--- src/rtl/timer_dev_pkg.sv ---
// Shared constants for the memory-mapped down-counter timer: register map,
// CTRL bit positions, mode codes and FSM state encoding.
package timer_dev_pkg;

  localparam int WORD_W = 32;
  localparam int ADDR_W = 30;

  localparam logic [1:0] OFF_CTRL   = 2'd0;
  localparam logic [1:0] OFF_PRESET = 2'd1;
  localparam logic [1:0] OFF_COUNT  = 2'd2;

  localparam int CTRL_EN      = 0;
  localparam int CTRL_MODE_LO = 1;
  localparam int CTRL_MODE_HI = 2;
  localparam int CTRL_IM      = 3;

  localparam logic [1:0] MODE_ONESHOT = 2'd0;
  localparam logic [1:0] MODE_RELOAD  = 2'd1;

  typedef enum logic [1:0] {
    IDLE = 2'd0,
    LOAD = 2'd1,
    CNT  = 2'd2,
    INT  = 2'd3
  } state_t;

endpackage

--- src/rtl/timer_dev_if.sv ---
// Bridge-side bus of the timer: word address, write strobe/data, read data
// and the interrupt line towards CP0.
interface timer_dev_if;
  import timer_dev_pkg::*;

  logic [ADDR_W-1:0] addr;
  logic              we;
  logic [WORD_W-1:0] wd;
  logic [WORD_W-1:0] rd;
  logic              irq;

  modport master (output addr, we, wd, input rd, irq);
  modport slave  (input addr, we, wd, output rd, irq);

endinterface

--- src/rtl/timer_dev.sv ---
// Programmable 32-bit down-counter timer with one-shot / auto-reload modes
// and a maskable interrupt, programmed through a 4-word register window.
//
//   state | meaning
//   ------+-------------------------------------------------
//   IDLE  | waiting for CTRL.En
//   LOAD  | COUNT <= PRESET
//   CNT   | decrementing; expiry when COUNT is 0 or 1
//   INT   | expiry handling: one-shot clears En, reload drops irq flag
module timer_dev
  import timer_dev_pkg::*;
(
  input logic        clk,
  input logic        reset,
  timer_dev_if.slave bus
);

  logic              en;
  logic [1:0]        mode;
  logic              im;
  logic [WORD_W-1:0] preset;
  logic [WORD_W-1:0] count;
  logic              irqFlag;
  state_t            state;

  logic [1:0]        offset;
  logic              ctrlWe;
  logic              presetWe;
  logic [WORD_W-1:0] rdMux;
  logic              unusedAddr;

  assign offset     = bus.addr[1:0];
  assign ctrlWe     = bus.we && (offset == OFF_CTRL);
  assign presetWe   = bus.we && (offset == OFF_PRESET);
  assign unusedAddr = ^bus.addr[ADDR_W-1:2];

  always_ff @(posedge clk) begin
    if (reset) begin
      en      <= 1'b0;
      mode    <= MODE_ONESHOT;
      im      <= 1'b0;
      preset  <= '0;
      count   <= '0;
      irqFlag <= 1'b0;
      state   <= IDLE;
    end else begin
      if (presetWe) preset <= bus.wd;

      case (state)
        IDLE: if (en) state <= LOAD;
        LOAD: begin
          count <= preset;
          state <= CNT;
        end
        CNT: begin
          if (!en) begin
            state <= IDLE;
          end else if (count > 32'd1) begin
            count <= count - 32'd1;
          end else begin
            // 0 and 1 both expire here, so the counter can never underflow
            count   <= '0;
            irqFlag <= 1'b1;
            state   <= INT;
          end
        end
        INT: begin
          if (mode == MODE_RELOAD) irqFlag <= 1'b0;
          else                     en      <= 1'b0;
          state <= IDLE;
        end
        default: state <= IDLE;
      endcase

      // Placed last so a software CTRL write overrides any same-edge FSM update
      if (ctrlWe) begin
        en      <= bus.wd[CTRL_EN];
        mode    <= bus.wd[CTRL_MODE_HI:CTRL_MODE_LO];
        im      <= bus.wd[CTRL_IM];
        irqFlag <= 1'b0;
      end
    end
  end

  always_comb begin
    rdMux = '0;
    case (offset)
      OFF_CTRL:   rdMux = {{(WORD_W-4){1'b0}}, im, mode, en};
      OFF_PRESET: rdMux = preset;
      OFF_COUNT:  rdMux = count;
      default:    rdMux = '0;
    endcase
  end

  assign bus.rd  = rdMux;
  assign bus.irq = irqFlag & im;

endmodule
--- src/flat_wrapper.sv ---
// flat-port wrapper written by rule: the top's interface ports become plain ports
module timer_dev_flat import timer_dev_pkg::*;
  (clk, reset, bus_addr, bus_we, bus_wd, bus_rd, bus_irq);
  timer_dev_if bus_i ();
  input logic clk;
  input logic reset;
  input wire logic [$bits(bus_i.addr)-1:0] bus_addr;
  input wire logic [$bits(bus_i.we)-1:0] bus_we;
  input wire logic [$bits(bus_i.wd)-1:0] bus_wd;
  output wire logic [$bits(bus_i.rd)-1:0] bus_rd;
  output wire logic [$bits(bus_i.irq)-1:0] bus_irq;
  assign bus_i.addr = bus_addr;
  assign bus_i.we = bus_we;
  assign bus_i.wd = bus_wd;
  assign bus_rd = bus_i.rd;
  assign bus_irq = bus_i.irq;
  timer_dev u_core (.clk(clk), .reset(reset), .bus(bus_i));
endmodule
--- config.mk ---
export PLATFORM = sky130hd
export DESIGN_NAME = timer_dev_flat
export DESIGN_NICKNAME = d
export VERILOG_FILES = /design/src/rtl/timer_dev_pkg.sv /design/src/rtl/timer_dev_if.sv /design/src/rtl/timer_dev.sv /design/src/flat_wrapper.sv
export SDC_FILE = /design/constraint.sdc
export NUM_CORES = 1
export LEC_CHECK = 0
export ABC_AREA = 1
export ABC_CLOCK_PERIOD_IN_PS = 1550
export CORE_ASPECT_RATIO = 0.5
export CORE_MARGIN = 3
export CORE_UTILIZATION = 46
export DETAILED_ROUTE_END_ITERATION = 10
export MAX_ROUTING_LAYER = met4
export PLACE_DENSITY = 0.87
export SLEW_MARGIN = 25
export SYNTH_ARGS = -nofsm -noshare
export SYNTH_HDL_FRONTEND = slang
export SYNTH_SLANG_ARGS = --single-unit
--- constraint.sdc ---
create_clock -name clk -period 1.55 [get_ports clk]
set_clock_uncertainty 0.1 [all_clocks]
set_input_delay 0.2325 -clock clk [delete_from_list [all_inputs] [get_ports clk]]
set_output_delay 0.2325 -clock clk [all_outputs]
set_load 0.02 [all_outputs]
==> summary.txt, run 1 <==
outcome - finished, violations left
failing checks - DRC, setup timing
endpoint of the worst hold path - u_core.preset[21]
fin crit share - 129%
Critical Path Sink Type - flip-flop
Hold Vio Cnt, Final - 0
total chip power - 5650 uW
CTS tree - built
DRT iter0 DRCs - 1327
Worst-path clk slew - 0.06 ns
initial core utilization - 48.0%
wire per inst - 23.3 um
r2r setup slk - -0.45 ns
Pint - 3730 uW
Worst EP required - 1.73 ns
# port buffers - 69
register area share after synthesis - 33.5%
Final Setup Violations - 40
Reg2Reg Capture Point - u_core.count[28]
drt pass-1 iters - 11
clk buf depth - 2
total core area - 8860 um^2
Top Family by Delay on Critical Path - simple AND/OR/NAND/NOR gates
Hold Path Depth - 2
clock network fraction of design power - 34.7%
Max Used Layer - met4
clk sinks - 71
first-pass GRT wire length - 25700 um
Slew Viols, Final - 0
Gate Count Post-Synth - 621
DIE WIDTH - 142 um
R2R Path Start - u_core.count[0]
Area after DPL - 5650 um^2
Post-Route Utilization - 73.0%
critical path peak fanout - 5
synth warn - 0
Vias/cell - 6.72
maximum clock frequency - 500 MHz
final wirelength - 20800 um
syn_area_per_cell - 6.84 um^2
HPWL after DPL - 9420 um
RSZ-0062 raised after global routing - true
Area growth syn-to-layout - 52.1%
startpoint types - flip-flop
routed vias - 6007
WL met3 - 3410 um
die height - 74.0 um
layout cells sized above 1 - 38.9%
ANT cells - 0
antenna violations before repair - 0
Multi-input gate area - 2670 um^2
slowest stage cell, crit path - dfxtp_4
WS Path Type - reg -> reg
CP Launch Point - u_core.count[0]
met2 wire len - 8440 um
global placer's final weighted congestion - 0.947
Post-Syn Nets - 688
WL met1 - 6820 um
ANT nets after route - 0
CP bufs+invs - 2
final setup margin - -0.452 ns
pwr/cell area - 874 nW/um^2
cell breakdown of the critical path - inv_4 -> ha_4 -> buf_6 -> nand2_4 -> nor2_4 -> nand2_2 -> nor2_4 -> nand2_1 -> nand2_1 -> nand3_2 -> a21oi_2
H-tree levels - 3
Worst Max-Slew Pin Slew - 0.370 ns
vias in the first global route - 5367
max-cap check violation count - 0
VDD IR max - 0.615 mV
Worst path max stage delay - 0.37 ns
Top-Level Pins - 98
Mapped Area - 4250 um^2
total CTS buffers - 9
Flop pwr share - 34.7%
Die ar. - 10500 um^2
register area - 1450 um^2
DP Worst Slack - -0.790 ns
max_slew headroom - 75.1%
# fillers - 501
Skew-Pair Late Insertion Delay - 0.36 ns
CTS Root Cell - clkbuf_16
Final min period - 2.00 ns
library cells used by synthesis - 31
Worst Min Path Start - u_core.preset[21]
Psw - 1920 uW
placed cells - 858
LEAKAGE - 0.00285 uW
pin count of the biggest net entering global routing - 48
final-stage net count - 841
synthesis-stage register bit count - 71
FF-to-FF path depth - 11
Gate power share - 30.6%
total global-route track usage - 31.9%
Sw Ratio - 34.0%
non-filler instance count after layout - 894
std cell rows - 24
critical path arrival - 2.19 ns
Overflow after GRT - 0
Worst Hold Class - reg -> reg
DRC - 32
Finished Cell Area - 6460 um^2
-- worst max-delay path by stage --
stage	end	slack (ns)	depth (start not counted)
after floorplan	u_core.count[17]	0.02	12
after global placement	bus_rd[3]	-0.69	7
after detailed placement	bus_rd[24]	-0.79	7
after CTS	u_core.count[24]	-0.14	10
after global routing	u_core.count[17]	-0.41	10
final	u_core.count[28]	-0.45	11
-- per-stage QoR --
step           setup TNS [ns]  hold slack [ns]
6_report               -11.55            0.367
5_1_grt                -12.04            0.405
4_1_cts                 -3.20            0.367
3_5_place_dp           -36.52            0.357
3_3_place_gp           -29.69            0.355
2_1_floorplan               0            0.202
-- per-layer routing --
layer  up-vias  GRT usage (%)
met5         -              -
met4         0           18.5
met3       296           9.70
met2       716           51.5
met1      2641           35.7
li1       2354              -
-- worst reg2reg max path: cells and delay by family, from the launching register on --
kind / cells / cell delay, ns
buf+inv: 2 / 0.22
fa+ha+maj: 1 / 0.16
flops: 1 / 0.37
compound gates: 1 / 0.13
simple gates: 7 / 0.97
-- cell usage in the layout (no fill, tap or decap), types with 10 or more instances in the layout --
master           count
buf_4               97
nand2_1             80
a21oi_1             74
inv_1               73
o21ai_0             71
dfxtp_1             54
clkdlybuf4s50_1     34
nor2_1              32
a21oi_2             22
o22ai_1             20
nor2_2              20
nand2_2             18
buf_2               17
nor2_4              16
nand3_1             16
dfxtp_2             16
nand3_2             15
inv_2               12
clkbuf_16           11
xor2_1              10
buf_12              10
-- registers in the layout (all words and copies together) (netlist names) --
name,cells
u_core.state,2
u_core.im,1
u_core.irqFlag,1
u_core.preset,32
u_core.mode,2
u_core.count,32
u_core.en,1
-- cell families (layout without fill, tap and decap cells) --
| kind of cell | Yosys count | in the layout | synth area share [%] |
|---|---|---|---|
| buffers and inverters | 121 | 277 | 11.7 |
| AOI/OAI and AO/OA | 205 | 205 | 27.6 |
| and+or+nand+nor | 209 | 209 | 24.0 |
| adders and majority gates | 2 | 2 | 0.589 |
| DFF | 71 | 71 | 33.5 |
| xor gates and xnor gates | 13 | 13 | 2.68 |
-- what timing repair did --
action                                  CTS  global route
resized for setup                       192            93
buffers inserted                          5            11
endpoints found under the setup margin   68            67
gates cloned                              3             4
hold buffers                              0             0
pin swaps                                14            33
hold endpoints to repair                  0             0
-- layout make-up --
type	instances	share of cell area, %
repair buffers	171	23.7
flip-flops and latches	71	22.4
inverters	89	5.54
repair inverters	3	0.813
well taps	117	2.27
multi-input cells	429	41.2
clock buffers	13	4.03
clock inverters	1	0.0774
-- synth_stat cells --
cell type / number / share of area, %
nand4_1: 1 / 0.15
xor2_1: 13 / 2.7
nand2_1: 93 / 8.2
nand2_2: 9 / 1.3
buf_2: 5 / 0.59
buf_6: 1 / 0.26
o21ai_0: 74 / 8.7
buf_1: 3 / 0.26
inv_1: 86 / 7.6
nand3_2: 15 / 3.5
o221ai_1: 4 / 0.82
o21ai_2: 1 / 0.21
nor4_4: 1 / 0.50
nor3_1: 2 / 0.24
nor2_1: 53 / 4.7
inv_4: 1 / 0.15
nand3_1: 18 / 2.1
a21oi_2: 21 / 4.3
nand2_4: 2 / 0.53
o22ai_1: 28 / 4.1
a21oi_1: 75 / 8.8
nor2_4: 4 / 1.1
ha_1: 2 / 0.59
o21a_1: 1 / 0.18
dfxtp_1: 71 / 33
buf_8: 1 / 0.35
buf_12: 1 / 0.47
inv_2: 2 / 0.18
clkbuf_1: 21 / 1.9
a21oi_4: 1 / 0.38
nor2_2: 11 / 1.6
-- power by group through the flow --
stage                     sequential, uW  combinational [uW]  clock, uW
after floorplan                     1970                 720          0
after global placement              1980                1200          0
after detailed placement            1980                1240          0
after CTS                           1940                1350       1920
after global routing                1960                1770       2020
final                               1960                1730       1960
Power figures use the tool's default switching activity.
==> inputs of run 2 (changes only) <==
Settings changed: REMOVE_ABC_BUFFERS set to 1.
==> summary.txt, run 2 (synthesized netlist as in run 1, its figures left out) <==
critical path arrival - 2.12 ns (-0.07 ns)
R2R Path Start - u_core.count[24]
cell breakdown of the critical path - nor2_1 -> inv_1 -> nor2_1 -> nand2_1 -> nor2_2 -> nand2_4 -> nand2_8 -> buf_6 -> nor2_1 -> nor2_1 -> nor2_1
DRC - 0 (-100%)
Die ar. - 10500 um^2 (unchanged)
CTS tree - built
global placer's final weighted congestion - 0.913 (-3.6%)
Overflow after GRT - 0 (unchanged)
Worst Hold Class - in -> reg
std cell rows - 24 (unchanged)
outcome - finished, violations left
Worst EP required - 1.68 ns (-0.05 ns)
Top Family by Delay on Critical Path - simple AND/OR/NAND/NOR gates
FF-to-FF path depth - 11 (unchanged)
pin count of the biggest net entering global routing - 68 (+42%)
final wirelength - 19600 um (-5.8%)
pwr/cell area - 882 nW/um^2 (+0.86%)
RSZ-0062 raised after global routing - true
HPWL after DPL - 8910 um (-5.4%)
Worst path max stage delay - 0.33 ns (-0.04 ns)
WS Path Type - reg -> reg
most common cell after layout, fill and taps aside - buf_4
fin crit share - 128% (-0.87 points)
drt pass-1 iters - 6 (-5)
VDD IR max - 0.601 mV (-2.3%)
CTS Root Cell - clkbuf_16
startpoint types - flip-flop
DRT iter0 DRCs - 943 (-29%)
H-tree levels - 3 (unchanged)
clk buf depth - 2 (unchanged)
Worst Max-Slew Pin Slew - 0.375 ns (+0.00558 ns)
final-stage net count - 821 (-2.4%)
ANT nets after route - 0 (unchanged)
slowest stage cell, crit path - dfxtp_1
Top-Level Pins - 98 (unchanged)
Vias/cell - 6.35 (-5.5%)
clk sinks - 71 (unchanged)
Reg2Reg Capture Point - u_core.count[18]
endpoint of the worst hold path - u_core.mode[0]
Fin Hold WS - 0.355 ns (-0.0116 ns)
commonest cells after routing, fill and taps aside - buf_4 (91), inv_1 (73), o21ai_0 (70)
biggest registers after layout - u_core.count (32), u_core.preset (32)
Critical Path Sink Type - flip-flop
Hold Path Depth - 5 (+3)
max_slew headroom - 74.7% (-0.38 points)
die height - 74.0 um (unchanged)
Worst-path clk slew - 0.06 ns (about the same)
ANT cells - 0 (unchanged)
first-pass GRT wire length - 23500 um (-8.7%)
# port buffers - 69 (unchanged)
total core area - 8860 um^2 (unchanged)
wire per inst - 22.4 um (-3.9%)
Skew-Pair Late Insertion Delay - 0.35 ns (about the same)
register area - 1450 um^2 (+0.61%)
Post-Route Utilization - 75.7% (+2.8 points)
antenna violations before repair - 0 (unchanged)
DIE WIDTH - 142 um (unchanged)
routed vias - 5562 (-7.4%)
Final Setup Violations - 40 (unchanged)
failing checks - setup timing
Multi-input gate area - 2970 um^2 (+11%)
Hold Vio Cnt, Final - 0 (unchanged)
Slew Viols, Final - 0 (unchanged)
Final min period - 1.99 ns (-0.0134 ns)
layout cells sized above 1 - 42.6% (+3.7 points)
Setup TNS - -11.42 ns (+0.127 ns)
CP dominant cell by count - nor2_1
CP bufs+invs - 2 (unchanged)
vias in the first global route - 4813 (-10%)
CTS Hold Bufs - 0 (unchanged)
Worst Min Path Start - bus_addr[0]
LEAKAGE - 0.00285 uW (about the same)
total CTS buffers - 9 (unchanged)
r2r setup slk - -0.44 ns (about the same)
Area growth syn-to-layout - 57.9%
critical path peak fanout - 5 (unchanged)
# fillers - 484 (-3.4%)
max-cap check violation count - 0 (unchanged)
initial core utilization - 48.0% (unchanged)
maximum clock frequency - 503 MHz (+0.67%)
total global-route track usage - 29.1% (-2.8 points)
final setup margin - -0.438 ns (+0.0134 ns)
run 2: repair_timing:
action / 4_1_cts / 5_1_grt
cloned: 4 / 1
pin swaps: 15 / 30
resized for setup: 237 / 142
setup buffers: 2 / 7
setup endpoints to repair: 67 / 53
run 2: tightest hold or removal path, stage by stage:
cell and delay (ns):
clkbuf_2 0.11, nor2_2 0.06, buf_4 0.12, nand2_1 0.14, a21oi_1 0.09
run 2: final cells by class:
class / instances / area share, %
repair buffers: 151 / 21.4
well taps: 117 / 2.18
repair inverters: 3 / 0.653
inverters: 89 / 5.31
clock buffers: 11 / 3.77
clock inverters: 5 / 0.839
multi-input cells: 429 / 44.2
flip-flops and latches: 71 / 21.7
run 2: worst max path at each step:
| stage | slack (ns) | start | endpoint | depth (start not counted) |
|---|---|---|---|---|
| after floorplan | -0.96 | u_core.state[0] | u_core.count[0] | 5 |
| after detailed placement | -0.79 | bus_addr[0] | bus_rd[23] | 7 |
| after global routing | -0.44 | u_core.count[24] | u_core.count[18] | 11 |
| after global placement | -0.72 | bus_addr[0] | bus_rd[6] | 7 |
| final | -0.44 | u_core.count[24] | u_core.count[18] | 11 |
| after CTS | -0.19 | u_core.count[1] | u_core.count[1] | 11 |
run 2: routing by layer:
layer | vias up | wire length [um] | GRT usage [%]
met5 | - | 0 | -
met4 | 0 | 1320 | 9.89
met2 | 532 | 8380 | 47.0
met1 | 2540 | 7270 | 35.6
met3 | 170 | 2670 | 7.90
li1 | 2320 | - | -
run 2: through the flow:
step / setup WS (ns) / total power (uW) / instances / area (um^2)
5_1_grt: -0.440 / 6060 / 876 / 6710
2_1_floorplan: -0.965 / 2670 / 589 / 4090
6_report: -0.438 / 5920 / 876 / 6710
4_1_cts: -0.191 / 5380 / 869 / 6140
3_5_place_dp: -0.793 / 3170 / 848 / 5550
3_3_place_gp: -0.723 / 3130 / 848 / 5550
run 2: report_power, final:
| group | leakage [uW] | total, uW | switching [uW] | internal [uW] |
|---|---|---|---|---|
| clock | 0.000152 | 2200 | 865 | 1330 |
| sequential | 0.000586 | 1950 | 60.9 | 1890 |
| combinational | 0.00211 | 1770 | 1100 | 674 |
